### src/rtl/vga_timing_if.sv
// vga_timing_if: run/pixel-tick requests in, sync/counter/marker outputs back.
interface vga_timing_if #(
    parameter int CW = 10
);
    logic          pix_en;
    logic          run;
    logic          busy;
    logic          hsync;
    logic          vsync;
    logic          video_on;
    logic [CW-1:0] pixel_x;
    logic [CW-1:0] pixel_y;
    logic          line_start;
    logic          frame_start;

    modport master (
        output pix_en, run,
        input  busy, hsync, vsync, video_on, pixel_x, pixel_y, line_start, frame_start
    );

    modport slave (
        input  pix_en, run,
        output busy, hsync, vsync, video_on, pixel_x, pixel_y, line_start, frame_start
    );
endinterface

### src/rtl/vga_timing_ctrl.sv
// vga_timing_ctrl: VGA h/v counters, syncs and markers; frames start and stop only on
// frame boundaries.
module vga_timing_ctrl #(
    parameter int H_ACTIVE = 640,
    parameter int H_FP     = 16,
    parameter int H_SYNC   = 96,
    parameter int H_BP     = 48,
    parameter int V_ACTIVE = 480,
    parameter int V_FP     = 10,
    parameter int V_SYNC   = 2,
    parameter int V_BP     = 33,
    parameter bit SYNC_POL = 1'b0,
    parameter int CW       = 10
) (
    input logic         clk_in,
    input logic         reset,
    vga_timing_if.slave bus
);
    localparam logic [CW-1:0] H_LAST  = CW'(H_ACTIVE + H_FP + H_SYNC + H_BP - 1);
    localparam logic [CW-1:0] V_LAST  = CW'(V_ACTIVE + V_FP + V_SYNC + V_BP - 1);
    localparam logic [CW-1:0] H_ACT   = CW'(H_ACTIVE);
    localparam logic [CW-1:0] V_ACT   = CW'(V_ACTIVE);
    localparam logic [CW-1:0] HS_BEG  = CW'(H_ACTIVE + H_FP);
    localparam logic [CW-1:0] HS_LAST = CW'(H_ACTIVE + H_FP + H_SYNC - 1);
    localparam logic [CW-1:0] VS_BEG  = CW'(V_ACTIVE + V_FP);
    localparam logic [CW-1:0] VS_LAST = CW'(V_ACTIVE + V_FP + V_SYNC - 1);

    typedef enum logic [1:0] {IDLE, RUN, DRAIN} state_t;
    state_t state;

    logic          x_last, y_last, wrap;
    logic [CW-1:0] tx, ty;
    logic          hs_n, vs_n, von_n;

    // Next position and the outputs describing it, so registered outputs match the new count.
    always_comb begin
        x_last = bus.pixel_x == H_LAST;
        y_last = bus.pixel_y == V_LAST;
        wrap   = x_last && y_last;
        tx     = (state == IDLE || x_last) ? '0 : bus.pixel_x + 1'b1;
        ty     = (state == IDLE || wrap) ? '0 : bus.pixel_y + CW'(x_last);
        hs_n   = (tx >= HS_BEG && tx <= HS_LAST) ? SYNC_POL : ~SYNC_POL;
        vs_n   = (ty >= VS_BEG && ty <= VS_LAST) ? SYNC_POL : ~SYNC_POL;
        von_n  = tx < H_ACT && ty < V_ACT;
    end

    always_ff @(posedge clk_in or posedge reset) begin
        if (reset) begin
            state           <= IDLE;
            bus.busy        <= 1'b0;
            bus.pixel_x     <= '0;
            bus.pixel_y     <= '0;
            bus.hsync       <= ~SYNC_POL;
            bus.vsync       <= ~SYNC_POL;
            bus.video_on    <= 1'b0;
            bus.line_start  <= 1'b0;
            bus.frame_start <= 1'b0;
        end else begin
            bus.line_start  <= 1'b0;
            bus.frame_start <= 1'b0;
            if (state == IDLE) begin
                if (bus.run && bus.pix_en) begin
                    state           <= RUN;
                    bus.busy        <= 1'b1;
                    bus.line_start  <= 1'b1;
                    bus.frame_start <= 1'b1;
                    bus.pixel_x     <= tx;
                    bus.pixel_y     <= ty;
                    bus.hsync       <= hs_n;
                    bus.vsync       <= vs_n;
                    bus.video_on    <= von_n;
                end
            end else if (bus.pix_en && wrap && !bus.run) begin
                state        <= IDLE;
                bus.busy     <= 1'b0;
                bus.pixel_x  <= '0;
                bus.pixel_y  <= '0;
                bus.hsync    <= ~SYNC_POL;
                bus.vsync    <= ~SYNC_POL;
                bus.video_on <= 1'b0;
            end else begin
                // A run that returns mid-frame only takes effect at the frame wrap.
                state <= ((bus.pix_en && wrap) || (state == RUN && bus.run)) ? RUN : DRAIN;
                if (bus.pix_en) begin
                    bus.line_start  <= x_last;
                    bus.frame_start <= wrap;
                    bus.pixel_x     <= tx;
                    bus.pixel_y     <= ty;
                    bus.hsync       <= hs_n;
                    bus.vsync       <= vs_n;
                    bus.video_on    <= von_n;
                end
            end
        end
    end
endmodule

### src/flat_wrapper.sv
// flat-port wrapper written by rule: the top's interface ports become plain ports
module vga_timing_ctrl_flat 
#(
    parameter int H_ACTIVE = 640,
    parameter int H_FP     = 16,
    parameter int H_SYNC   = 96,
    parameter int H_BP     = 48,
    parameter int V_ACTIVE = 480,
    parameter int V_FP     = 10,
    parameter int V_SYNC   = 2,
    parameter int V_BP     = 33,
    parameter bit SYNC_POL = 1'b0,
    parameter int CW       = 10
)
  (clk_in, reset, bus_pix_en, bus_run, bus_busy, bus_hsync, bus_vsync, bus_video_on, bus_pixel_x, bus_pixel_y, bus_line_start, bus_frame_start);
  vga_timing_if #(.CW(CW)) bus_i ();
  input logic clk_in;
  input logic reset;
  input wire logic [$bits(bus_i.pix_en)-1:0] bus_pix_en;
  input wire logic [$bits(bus_i.run)-1:0] bus_run;
  output wire logic [$bits(bus_i.busy)-1:0] bus_busy;
  output wire logic [$bits(bus_i.hsync)-1:0] bus_hsync;
  output wire logic [$bits(bus_i.vsync)-1:0] bus_vsync;
  output wire logic [$bits(bus_i.video_on)-1:0] bus_video_on;
  output wire logic [$bits(bus_i.pixel_x)-1:0] bus_pixel_x;
  output wire logic [$bits(bus_i.pixel_y)-1:0] bus_pixel_y;
  output wire logic [$bits(bus_i.line_start)-1:0] bus_line_start;
  output wire logic [$bits(bus_i.frame_start)-1:0] bus_frame_start;
  assign bus_i.pix_en = bus_pix_en;
  assign bus_i.run = bus_run;
  assign bus_busy = bus_i.busy;
  assign bus_hsync = bus_i.hsync;
  assign bus_vsync = bus_i.vsync;
  assign bus_video_on = bus_i.video_on;
  assign bus_pixel_x = bus_i.pixel_x;
  assign bus_pixel_y = bus_i.pixel_y;
  assign bus_line_start = bus_i.line_start;
  assign bus_frame_start = bus_i.frame_start;
  vga_timing_ctrl #(.H_ACTIVE(H_ACTIVE), .H_FP(H_FP), .H_SYNC(H_SYNC), .H_BP(H_BP), .V_ACTIVE(V_ACTIVE), .V_FP(V_FP), .V_SYNC(V_SYNC), .V_BP(V_BP), .SYNC_POL(SYNC_POL), .CW(CW)) u_core (.clk_in(clk_in), .reset(reset), .bus(bus_i));
endmodule
### config.mk
export PLATFORM = sky130hd
export DESIGN_NAME = vga_timing_ctrl_flat
export DESIGN_NICKNAME = d
export VERILOG_FILES = /design/src/rtl/vga_timing_if.sv /design/src/rtl/vga_timing_ctrl.sv /design/src/flat_wrapper.sv
export SDC_FILE = /design/constraint.sdc
export NUM_CORES = 1
export LEC_CHECK = 0
export ABC_AREA = 1
export CAP_MARGIN = 20
export CORE_MARGIN = 2
export CORE_UTILIZATION = 53
export CTS_CLUSTER_DIAMETER = 40
export DETAILED_ROUTE_END_ITERATION = 10
export PLACE_DENSITY = 0.9
export SETUP_SLACK_MARGIN = 0.05
export SYNTH_ARGS = -nofsm -noshare
export SYNTH_HDL_FRONTEND = slang
export SYNTH_SLANG_ARGS = --single-unit
### constraint.sdc
create_clock -name clk_in -period 2.7 [get_ports clk_in]
set_clock_uncertainty 0.15 [all_clocks]
set_input_delay 0.405 -clock clk_in [delete_from_list [all_inputs] [get_ports clk_in]]
set_output_delay 0.405 -clock clk_in [all_outputs]
set_load 0.02 [all_outputs]
==> flow_summary.toml <==
[status]
status = "finished, final reports clean"

[flow_run]
drv_cap = 0

[hold_path]
min_path_type = "input pin to async pin"

[die]
rows = 21
io_pins = 30
dieArea_um2 = 3894
die_w_um = 62.41
initial_core_util_pct = 54.61
die_h_um = 62.41
coreArea_um2 = 3311

[yosys]
ys.flop_type = "dfrtp_1"
synth_top_area_share_pct = 35.99
ys_ff_latch = 28
yosys_warnings = 0
netlist_area_um2 = 1808
synth-edff-count = 0
yosysUniqueCellTypes = 30
yosys.area.top_type = "dfrtp_1"
synth_area_per_cell_um2 = 7.118
synth-seq-area-share_pct = 38.89
synth_fp_nets = 262
synthArstFlopShare_pct = 100.0
synthCells = 254
yosys-top-cells-area = "dfrtp_1, nand2_1, inv_1"

[power]
pwr-share-clk_pct = 17.2
p_switching_w = 0.0004903
comb_power_share_pct = 40.0
ir_drop_mv = 0.4723
swShare_pct = 40.04
p_leak_nw = 1.054
pwr-share-seq_pct = 42.8
p_per_area_nw_per_um2 = 547.9
p_total_w = 0.001224
p_int_w = 0.0007341

[global_routing]
grt_pass1_wl_um = 7017
grt-ovfl-total = 0
track_usage_pct = 22.35
grt_max_degree = 23
antenna_found_initial = 0
grt_pass1_vias = 1505

[timing]
fmax_ghz = 0.3957
worstMarginPinSlew_ns = 0.7747
hold_slack_ns = 0.3347
fin_crit_sh_pct = 93.59
fin_crit_ns = 2.527
rsz0062_at_grt = "false"
setup_viol = 0
setup_tns_ns = 0
relSlewSlack_pct = 48.30
slew_violations = 0
hold_violations = 0

[final_layout]
antenna_cells = 0
nNetsFinal = 299
syn2layout_area_growth_pct = 23.60
final_core_util_pct = 67.50
fin_area_um2 = 2235
drive_gt1_share_pct = 12.07

[drt]
routed_wl_um = 4232
route.detailed.drc = 0
dr.pass1.iters = 4
wl_per_cell_um = 12.60
antenna_left = 0
viasPerCell = 5.232
routed-via-count = 1758
drt_iter0_drc = 104

[worst_setup_path]
crit_start = "u_core.bus.pixel_x[1]$_DFFE_PP0P_"
cp.required_ns = 2.85
rr_startpoint = "u_core.bus.pixel_x[1]$_DFFE_PP0P_"
path_class = "flop to flop"
cp_data_arrival_time_ns = 2.67
critPathMaxFanout = 5
start_kind = "flop"
end_kind = "flop"

[cts]
clock_latency_ns = 0.34
cts_tree = "done"
cts_max_level = 1
clock-sinks = 28
cts-root-buf = "clkbuf_4"
path_clk_slew_ns = 0.15
cts_inserted_buffers = 3
clockBufferDepth = 2

[place]
io_buffers = 29
place_area_um2 = 2166
hpwl_um = 3061
gp_congestion = 0.8971
[power groups by stage]
stage	logic, W	registers [W]	clock network (W)
6_report	0.000490	0.000524	0.000211
5_1_grt	0.000530	0.000531	0.000227
4_1_cts	0.000462	0.000523	0.000213
3_5_place_dp	0.000458	0.000530	0
3_3_place_gp	0.000452	0.000527	0
2_1_floorplan	0.000245	0.000575	0
[placed cells by master (no fill, tap or decap), types with 4 or more instances in the layout]
cell type	Yosys	routed
a21oi_1	4	4
nand4_1	7	7
nand2_1	76	76
buf_4	1	7
dfrtp_1	26	26
inv_1	35	35
o21ai_0	15	15
clkdlybuf4s50_1	0	29
nand3_1	22	22
nor2_1	26	24
nor2_2	4	6
[stage by stage]
step / instances / setup WS (ns)
2_1_floorplan: 254 / 0.1445
3_3_place_gp: 329 / 0.2392
3_5_place_dp: 329 / 0.009858
4_1_cts: 334 / 0.09444
5_1_grt: 336 / 0.03615
6_report: 336 / 0.1730
[worst max-delay path: stages (launching register included)]
cell	delay, ns
dfrtp_1	0.45
ha_2	0.24
nand4_2	0.19
nor2_4	0.16
ha_1	0.17
ha_2	0.21
inv_1	0.06
nor2_2	0.16
xor2_1	0.24
nand4_1	0.13
nor2_1	0.12
nand3_1	0.10
nand2_1	0.07
inv_1	0.03
[synthesized netlist by cell type, types with 2 or more instances]
library cell	n
ha_1	4
nand2_1	76
inv_2	3
xor2_1	3
xnor2_1	3
nand2_2	2
o21ai_0	15
o22ai_1	3
nor2_4	3
nor2_1	26
dfstp_2	2
nand3_1	22
nor2_2	4
o31ai_1	3
dfrtp_1	26
nand4_1	7
a21oi_1	4
clkbuf_1	2
inv_1	35
[area by class of cell]
cell class	count	area, µm²
timing repair buffer	36	342.8
multi-input combinational	184	952.2
fill	290	1076
inverter	38	142.6
tap	46	57.56
sequential	28	703.2
clock buffer	4	36.28
[routing by layer]
layer  GRT usage (%)  vias to the layer above  share of wire [%]
met2           35.22                       68                 47
met3           1.802                        9                6.3
met1           32.39                      804                 45
li1                -                      877                  -
met5               0                        -                  0
met4           8.333                        0                1.8
[kinds of logic after synthesis]
kind of cell	after synthesis	share of synthesized area, %
and+or+nand+nor	146	37.23
buffers and inverters	42	8.997
AOI/OAI and AO/OA	28	9.204
DFF	28	38.89
xor gates and xnor gates	6	2.907
adders and majority gates	4	2.768
[worst paths after layout]
kind                                                endpoint  slack [ns]  cells after the start
setup / recovery                u_core.bus.vsync$_DFFE_PP1P_        0.17                     13
hold / removal             u_core.bus.pixel_x[7]$_DFFE_PP0P_        0.33                      2
setup reg to reg                u_core.bus.vsync$_DFFE_PP1P_        0.17                     13
hold reg to reg                  u_core.bus.busy$_DFFE_PP0P_        0.35                      2
max in group asynchronous  u_core.bus.pixel_y[2]$_DFFE_PP0P_        1.49                      3
min in group clk_in              u_core.bus.busy$_DFFE_PP0P_        0.35                      2
[what timing repair did]
| item | 4_1_cts | 5_1_grt |
|---|---|---|
| buffers inserted | 1 | 2 |
| pin swaps | 1 | 0 |
| resized for setup | 0 | 4 |
| hold buffers | 0 | 0 |
| endpoints found under the setup margin | 2 | 3 |
[flip-flops by register name, indices dropped and copies added, names as in the netlist]
| register | cells |
|---|---|
| u_core.bus.video_on | 1 |
| u_core.bus.vsync | 1 |
| u_core.bus.hsync | 1 |
| u_core.bus.line_start | 1 |
| u_core.bus.frame_start | 1 |
| u_core.bus.pixel_x | 10 |
| u_core.bus.pixel_y | 10 |
| u_core.state | 2 |
| u_core.bus.busy | 1 |
No activity file was read; power rests on OpenSTA's default activity.
